==> src/rtl/vending_machine_param.sv <==
// ============================================================================
// Module   : vending_machine_param
// Purpose  : Parametrised coin-operated vending controller. Accumulates
//            credit from two coin denominations, dispenses when credit
//            reaches PRICE and returns exact change as a binary amount.
//            Supports cancel/refund and same-cycle coin arbitration. An
//            optional stock counter is enabled with the STOCK_COUNT_EN
//            macro.
// Ports    : clk          - rising-edge clock
//            rst_n        - asynchronous active-low reset
//            coin_a       - pulse, COIN_A inserted
//            coin_b       - pulse, COIN_B inserted
//            cancel       - pulse, abort and refund credit
//            refill       - pulse, reload stock (STOCK_COUNT_EN only)
//            bottle       - one-cycle dispense pulse
//            change_valid - one-cycle pulse, change_amt valid
//            change_amt   - change/refund amount, 0 when not valid
//            credit       - current accumulated credit
//            coin_reject  - one-cycle pulse, return a sampled coin
//            sold_out     - stock exhausted (STOCK_COUNT_EN only, else 0)
// Revision : 1.0 - initial release
// ============================================================================
`default_nettype none

module vending_machine_param #(
    parameter int COIN_A   = 5,
    parameter int COIN_B   = 10,
    parameter int PRICE    = 15,
    parameter int CREDIT_W = 5,
    parameter int STOCK    = 8,
    parameter int STOCK_W  = 4
) (
    input  logic                clk,
    input  logic                rst_n,
    input  logic                coin_a,
    input  logic                coin_b,
    input  logic                cancel,
    input  logic                refill,
    output logic                bottle,
    output logic                change_valid,
    output logic [CREDIT_W-1:0] change_amt,
    output logic [CREDIT_W-1:0] credit,
    output logic                coin_reject,
    output logic                sold_out
);

    localparam logic [CREDIT_W-1:0] C_COIN_A = CREDIT_W'(COIN_A);
    localparam logic [CREDIT_W-1:0] C_COIN_B = CREDIT_W'(COIN_B);
    localparam logic [CREDIT_W-1:0] C_PRICE  = CREDIT_W'(PRICE);

    typedef enum logic [1:0] {
        S_IDLE    = 2'd0,
        S_COLLECT = 2'd1,
        S_VEND    = 2'd2,
        S_REFUND  = 2'd3
    } state_t;

    state_t                state_q, state_d;
    logic [CREDIT_W-1:0]   credit_q, credit_d;
    logic                  bottle_q, bottle_d;
    logic                  change_valid_q, change_valid_d;
    logic [CREDIT_W-1:0]   change_amt_q, change_amt_d;
    logic                  coin_reject_q, coin_reject_d;

    logic [CREDIT_W-1:0]   w_sum;
    logic                  w_enter_vend;
    logic                  w_sold_out;

    always_comb begin
        state_d        = state_q;
        credit_d       = credit_q;
        bottle_d       = 1'b0;
        change_valid_d = 1'b0;
        change_amt_d   = '0;
        coin_reject_d  = 1'b0;
        w_sum          = credit_q;
        w_enter_vend   = 1'b0;

        case (state_q)
            S_IDLE, S_COLLECT: begin
                if (cancel) begin
                    // Cancel wins over coins; any coin that cycle is handed back.
                    coin_reject_d = coin_a | coin_b;
                    if (credit_q != '0) begin
                        state_d        = S_REFUND;
                        change_valid_d = 1'b1;
                        change_amt_d   = credit_q;
                    end else begin
                        state_d = S_IDLE;
                    end
                end else if (w_sold_out) begin
                    // Nothing to sell: refuse every coin and park in IDLE.
                    coin_reject_d = coin_a | coin_b;
                    state_d       = S_IDLE;
                end else begin
                    if (coin_b) begin
                        w_sum         = credit_q + C_COIN_B;
                        coin_reject_d = coin_a;
                    end else if (coin_a) begin
                        w_sum = credit_q + C_COIN_A;
                    end
                    credit_d = w_sum;
                    if (w_sum >= C_PRICE) begin
                        // Credit tops out at PRICE+COIN_B-1, so no wrap here.
                        state_d        = S_VEND;
                        w_enter_vend   = 1'b1;
                        bottle_d       = 1'b1;
                        change_valid_d = (w_sum > C_PRICE);
                        change_amt_d   = w_sum - C_PRICE;
                    end else if (w_sum != '0) begin
                        state_d = S_COLLECT;
                    end else begin
                        state_d = S_IDLE;
                    end
                end
            end
            default: begin
                // VEND / REFUND last one cycle; coins are not credited.
                coin_reject_d = coin_a | coin_b;
                credit_d      = '0;
                state_d       = S_IDLE;
            end
        endcase
    end

    always_ff @(posedge clk or negedge rst_n) begin
        if (!rst_n) begin
            state_q        <= S_IDLE;
            credit_q       <= '0;
            bottle_q       <= 1'b0;
            change_valid_q <= 1'b0;
            change_amt_q   <= '0;
            coin_reject_q  <= 1'b0;
        end else begin
            state_q        <= state_d;
            credit_q       <= credit_d;
            bottle_q       <= bottle_d;
            change_valid_q <= change_valid_d;
            change_amt_q   <= change_amt_d;
            coin_reject_q  <= coin_reject_d;
        end
    end

`ifdef STOCK_COUNT_EN
    logic [STOCK_W-1:0] stock_q, stock_d;
    logic               sold_out_q, sold_out_d;

    // Refill overrides a decrement landing on the same edge.
    always_comb begin
        stock_d = stock_q;
        if (refill) begin
            stock_d = STOCK_W'(STOCK);
        end else if (w_enter_vend) begin
            stock_d = stock_q - 1'b1;
        end
        sold_out_d = (stock_d == '0);
    end

    always_ff @(posedge clk or negedge rst_n) begin
        if (!rst_n) begin
            stock_q    <= STOCK_W'(STOCK);
            sold_out_q <= 1'b0;
        end else begin
            stock_q    <= stock_d;
            sold_out_q <= sold_out_d;
        end
    end

    assign w_sold_out = sold_out_q;
`else
    // Unlimited stock: refill and stock parameters have no effect.
    localparam int  unused_stock_cfg = STOCK + STOCK_W;
    logic           unused_inputs;
    assign unused_inputs = refill | w_enter_vend;
    assign w_sold_out    = 1'b0;
`endif

    assign bottle       = bottle_q;
    assign change_valid = change_valid_q;
    assign change_amt   = change_amt_q;
    assign credit       = credit_q;
    assign coin_reject  = coin_reject_q;
    assign sold_out     = w_sold_out;

endmodule

`default_nettype wire
==> config.mk <==
export PLATFORM = sky130hd
export DESIGN_NAME = vending_machine_param
export DESIGN_NICKNAME = d
export VERILOG_FILES = /design/src/rtl/vending_machine_param.sv
export SDC_FILE = /design/constraint.sdc
export NUM_CORES = 1
export LEC_CHECK = 0
export CAP_MARGIN = 0
export CORE_MARGIN = 2
export CORE_UTILIZATION = 40
export CTS_CLUSTER_SIZE = 25
export DETAILED_ROUTE_END_ITERATION = 16
export PLACE_DENSITY = 0.69
export SLEW_MARGIN = 20
export SYNTH_ARGS = -nofsm -noshare
export SYNTH_HDL_FRONTEND = slang
export SYNTH_SLANG_ARGS = --single-unit
==> constraint.sdc <==
create_clock -name clk -period 2.5 [get_ports clk]
set_input_delay 0.625 -clock clk [delete_from_list [all_inputs] [get_ports clk]]
set_output_delay 0.625 -clock clk [all_outputs]
set_load 0.01 [all_outputs]
### Word-level counts from Yosys, hierarchy flattened

Cells that the tools add are included.

| word-level totals | value |
|---|---|
| register bits after elaboration | 15 |
| input port bits | 6 |
| output and inout port bits | 14 |
| logic and storage cells | 43 |

| operators by class | value |
|---|---|
| add/sub/neg operators | 3 |
| order comparisons | 2 |
| eq/ne operators | 2 |
| multiplexer cells | 25 |
| bitwise operators | 1 |
| reductions and logical operators | 4 |

Operator list:

| kind | count |
|---|---|
| $mux W5 | 10 |
| $mux W1 | 11 |
| $reduce_bool A5 Y1 | 2 |
| $mux W2 | 4 |
| $add A5 B3 Y5 const B | 1 |
| $add A5 B4 Y5 const B | 1 |
| $ge A5 B4 Y1 const B | 1 |
| $gt A5 B4 Y1 const B | 1 |
| $sub A5 B4 Y5 const B | 1 |
| $eq A2 B1 Y1 const B | 1 |
| $logic_not A2 Y1 | 1 |
| $ne A2 B2 Y1 const B | 1 |
| $reduce_or A2 Y1 | 1 |
| $or A1 B1 Y1 | 1 |

### Longest topological paths before layout

| depth | value |
|---|---|
| depth in word-level cells | 10 |
| mapped depth | 10 |
| gate-level depth less buffers | 10 |

### Worst setup path before layout

OpenSTA, ideal clock, no wires.

| timing | value |
|---|---|
| kind | register to register |
| start point | reg credit_q[2], in the netlist credit[2] |
| end point | reg change_amt_q[0], in the netlist change_amt[0] |
| library setup time | 154 ps |
| data arrival time | 2273 ps |
| required time | 2346 ps |
| slack | 73 ps |
| stages on the path, launching flop included | 10 |
| buffers on the path | 0 |
| clock period less this slack | 2427 ps |
| cell sequence | dfrtp_1 > inv_1 > ha_1 > a21o_2 > a211oi_1 > or2_2 > nor3b_1 > ha_1 > o31ai_2 > o22ai_1 |

| between the ends | value |
|---|---|
| longest elaborated chain between the ends | 9 |
| elaborated cells on any way between the ends | 12 |

RTL lines:

| item | line | RTL |
|---|---|---|
| start, declared | 59 | `logic [CREDIT_W-1:0] credit_q, credit_d;` |
| start signal, assigned | 136 | `credit_q <= credit_d;` |
| $add A5 B3 Y5 | 100 | `w_sum = credit_q + C_COIN_A;` |
| $mux W5 | 99 | `end else if (coin_a) begin` |
| $mux W5 | 96 | `if (coin_b) begin` |
| $mux W5 | 81 | `if (cancel) begin` |
| $mux W5 | 79 | `case (state_q)` |
| $ge A5 B4 Y1 | 103 | `if (w_sum >= C_PRICE) begin` |
| $mux W5 | 103 |  |
| $mux W5 * | 81 |  |
| $mux W5 * | 79 |  |
| named net change_amt_d[0] | 62 | `logic [CREDIT_W-1:0] change_amt_q, change_amt_d;` |
| end signal, assigned | 139 | `change_amt_q <= change_amt_d;` |
| end, declared | 62 |  |

The timed path passes the listed nets; every way through them passes the cells marked *. The select of a mux whose other input is x is not followed.
A chain may end at the register's enable or synchronous reset.

### Worst setup path in the final report

| timing | value |
|---|---|
| start point | reg credit_q[1], in the netlist credit[1] |
| end point | reg change_amt_q[4], in the netlist change_amt[4] |

| between the ends | value |
|---|---|
| longest elaborated chain between the ends | 9 |
| elaborated cells on any way between the ends | 13 |

RTL lines:

| item | line |
|---|---|
| $add A5 B3 Y5 | 100 |
| $mux W5 | 99 |
| $mux W5 | 96 |
| $mux W5 | 81 |
| $mux W5 | 79 |
| $sub A5 B4 Y5 / $ge A5 B4 Y1 (equally long branches) | 109, 103 |
| $mux W5 | 103 |
| $mux W5 * | 81 |
| $mux W5 * | 79 |
| named net change_amt_d[4] | 62 |

Marks and branches as above.

==> summary.txt <==
Clock Path Buffers -> 2
Max-slew headroom -> 0.526
Fin crit period -> 2410 ps
Multi-input logic area -> 639 um^2
CP max stage delay -> 470 ps
Worst setup SP type -> flip-flop
Core Area -> 2410 um^2
Status -> finished, final reports clean
Starting density of the core -> 0.412
Port bufs -> 17
CP Cell Sequence -> ha_1, a211oi_1, a2111oi_4, or2_2, nor3b_2, ha_2, buf_4, o311ai_2, a21oi_1
# hold bufs at CTS -> 0
Pwr Density -> 1150 nW/um^2
Vias in the first global route -> 854
Final worst path period share -> 0.965
Postcts setup bufs -> 0
TritonCTS clock tree -> done
Leakage power of the design -> 0.656 nW
Worst Skew -> 4.29 ps
Dpl cells -> 171
Total gr overflow -> 0
Root Driver -> clkbuf_4
Routability-driven placement congestion ratio -> 0.795
Synth Warn # -> 0
Die X -> 53.8 um
First-pass GRT wire length -> 3.80 mm
EDFF count, synth -> 0
Final setup violation count -> 0
CP Capture Type -> flip-flop
CTS sink count -> 14
Layout Cell Area excl Fill -> 1450 um^2
Largest net degree at the start of global routing -> 15
Worst IR drop on VDD -> 0.583 mV
Final Util -> 0.603
Fin. max-slew vios -> 0
DRT iter0 DRCs -> 16
Hold path start -> credit[1]
Register area -> 352 um^2
Worst min path class -> reg2reg
Post-DP HPWL -> 1.75 mm
Cells after Synth -> 105
Synth-to-layout area growth -> 46.3%
Final net count -> 158
Routed vias/inst -> 5.22
Detailed-route via count -> 913
Proportion of layout cells with a drive suffix above 1 -> 0.352
Placement Cell Area -> 1350 um^2
Wirelength, routed -> 2.28 mm
Flop2flop setup slack -> 90 ps
Skew-Pair Late Insertion Delay -> 290 ps
Initial antenna violation count -> 0
Async set-reset flop share out of synthesis -> 1.00
Final std cells w/o fill -> 175
CTS buffer count -> 3
Required time worst endpoint -> 2710 ps
All-Layer GR Usage -> 0.179
# diodes -> 0
Post-synthesis sequential area ratio -> 0.353
Worst slew pin tran -> 702 ps
Slowest CP cell -> dfrtp_2
Arr. time, crit path -> 2620 ps
H-tree depth -> 1
Row cnt -> 18
Crit path max fanout -> 8
Commonest non-fill, non-tap cell in the layout -> buf_4
Area of the mapped netlist -> 993 um^2
Met3 usage -> 0.0167
Max cap viols -> 0
Routed Antenna Nets -> 0
Post-synth net total -> 117
# IOs -> 20
Hold Vio Cnt, Final -> 0
Critical path origin -> credit[1]
Routed len/inst -> 13.0 um
Full die area -> 2900 um^2
Crit Path Category -> reg2reg
GR peak layer -> met2
Grt met2 use -> 0.309
Final Power -> 1.68 mW
Synth cell types -> 44
#FFs+latches synth -> 14
Drt drc -> 0
Hold slack -> 657 ps
Reg2reg start -> credit[1]
Routing usage on met1 -> 0.226
Most frequent cells in the layout -> 24 x buf_4, 15 x clkdlybuf4s50_1, 13 x dfrtp_1, 10 x inv_1
Fill cells -> 191
Top_reg_cell synth -> dfrtp_1
Die H -> 53.8 um
F_max -> 415 MHz
Detailed Routing Iterations Pass 1 -> 4
Syn avg cell area -> 9.46 um^2
Worst-path clk slew -> 80 ps
## Yosys cell counts (3+ instances only)
library cell,instances,area (um^2)
nand2_1,6,22.5
a21oi_1,8,40.0
dfrtp_1,14,350
inv_1,10,37.5
nor2_1,8,30.0
ha_1,6,75.1
nor2b_1,3,18.8
or2_2,3,18.8
xnor2_1,5,43.8
## sequential cells by signal (all words and copies together) (netlist names)
name and cells:
change_amt 5, change_valid 1, bottle 1, credit 5, state_q 1, coin_reject 1
## worst max-delay path: cells and delay by family, from the launching register on
family                     cells  cell delay (ps)
adders and majority gates      2              480
and+or+nand+nor                2              520
AOI/OAI and AO/OA              4              720
DFF                            1              470
buffers and inverters          1              130
## through the flow
step / TNS (ps) / setup slack [ps]
2_1_floorplan: 0 / 72.6
3_3_place_gp: -2740 / -398
3_5_place_dp: -3300 / -487
4_1_cts: 0 / 1.05
5_1_grt: -29.6 / -18.1
6_report: 0 / 87.7
## kinds of logic (layout without fill, tap and decap cells)
| kind of cell | count (synthesis) | in the layout | synth area share |
|---|---|---|---|
| compound gates | 29 | 29 | 0.229 |
| xor+xnor | 5 | 5 | 0.0441 |
| fa+ha+maj | 6 | 6 | 0.0756 |
| buf+inv | 15 | 55 | 0.0655 |
| flops | 14 | 14 | 0.353 |
| mux | 1 | 1 | 0.0101 |
| other cells | 1 | 1 | 0.00377 |
| simple gates | 34 | 34 | 0.219 |
## report_power, final
group / internal [mW] / leakage (nW) / switching (mW)
sequential: 0.322 / 0.182 / 0.102
combinational: 0.608 / 0.453 / 0.483
clock: 0.0888 / 0.0210 / 0.0739
total: 1.02 / 0.656 / 0.658
## worst paths after layout
kind / endpoint / cells after the start
min in group asynchronous: change_amt[4] / 1
max reg2reg: change_amt[4] / 9
min: credit[1] / 2
max: change_amt[4] / 9
max in group asynchronous: credit[1] / 1
min reg2reg: credit[1] / 2
## area by class of cell
class / count / area share
Sequential cell: 14 / 0.242
Timing Repair Buffer: 41 / 0.242
Multi-Input combinational cell: 76 / 0.440
Clock buffer: 4 / 0.0250
Inverter: 10 / 0.0258
Tap cell: 30 / 0.0258
## per-layer routing
metal | vias to the layer above | wire length (um)
li1 | 451 | -
met1 | 423 | 965
met2 | 34 | 1130
met3 | 5 | 132
met4 | 0 | 48
met5 | - | 0
## repair_timing
| action | 4_1_cts | 5_1_grt |
|---|---|---|
| gates resized for setup | 4 | 10 |
| setup endpoints to repair | 7 | 8 |
| pin swaps | 1 | 4 |
Note: power is estimated with default switching activity, not from simulation.
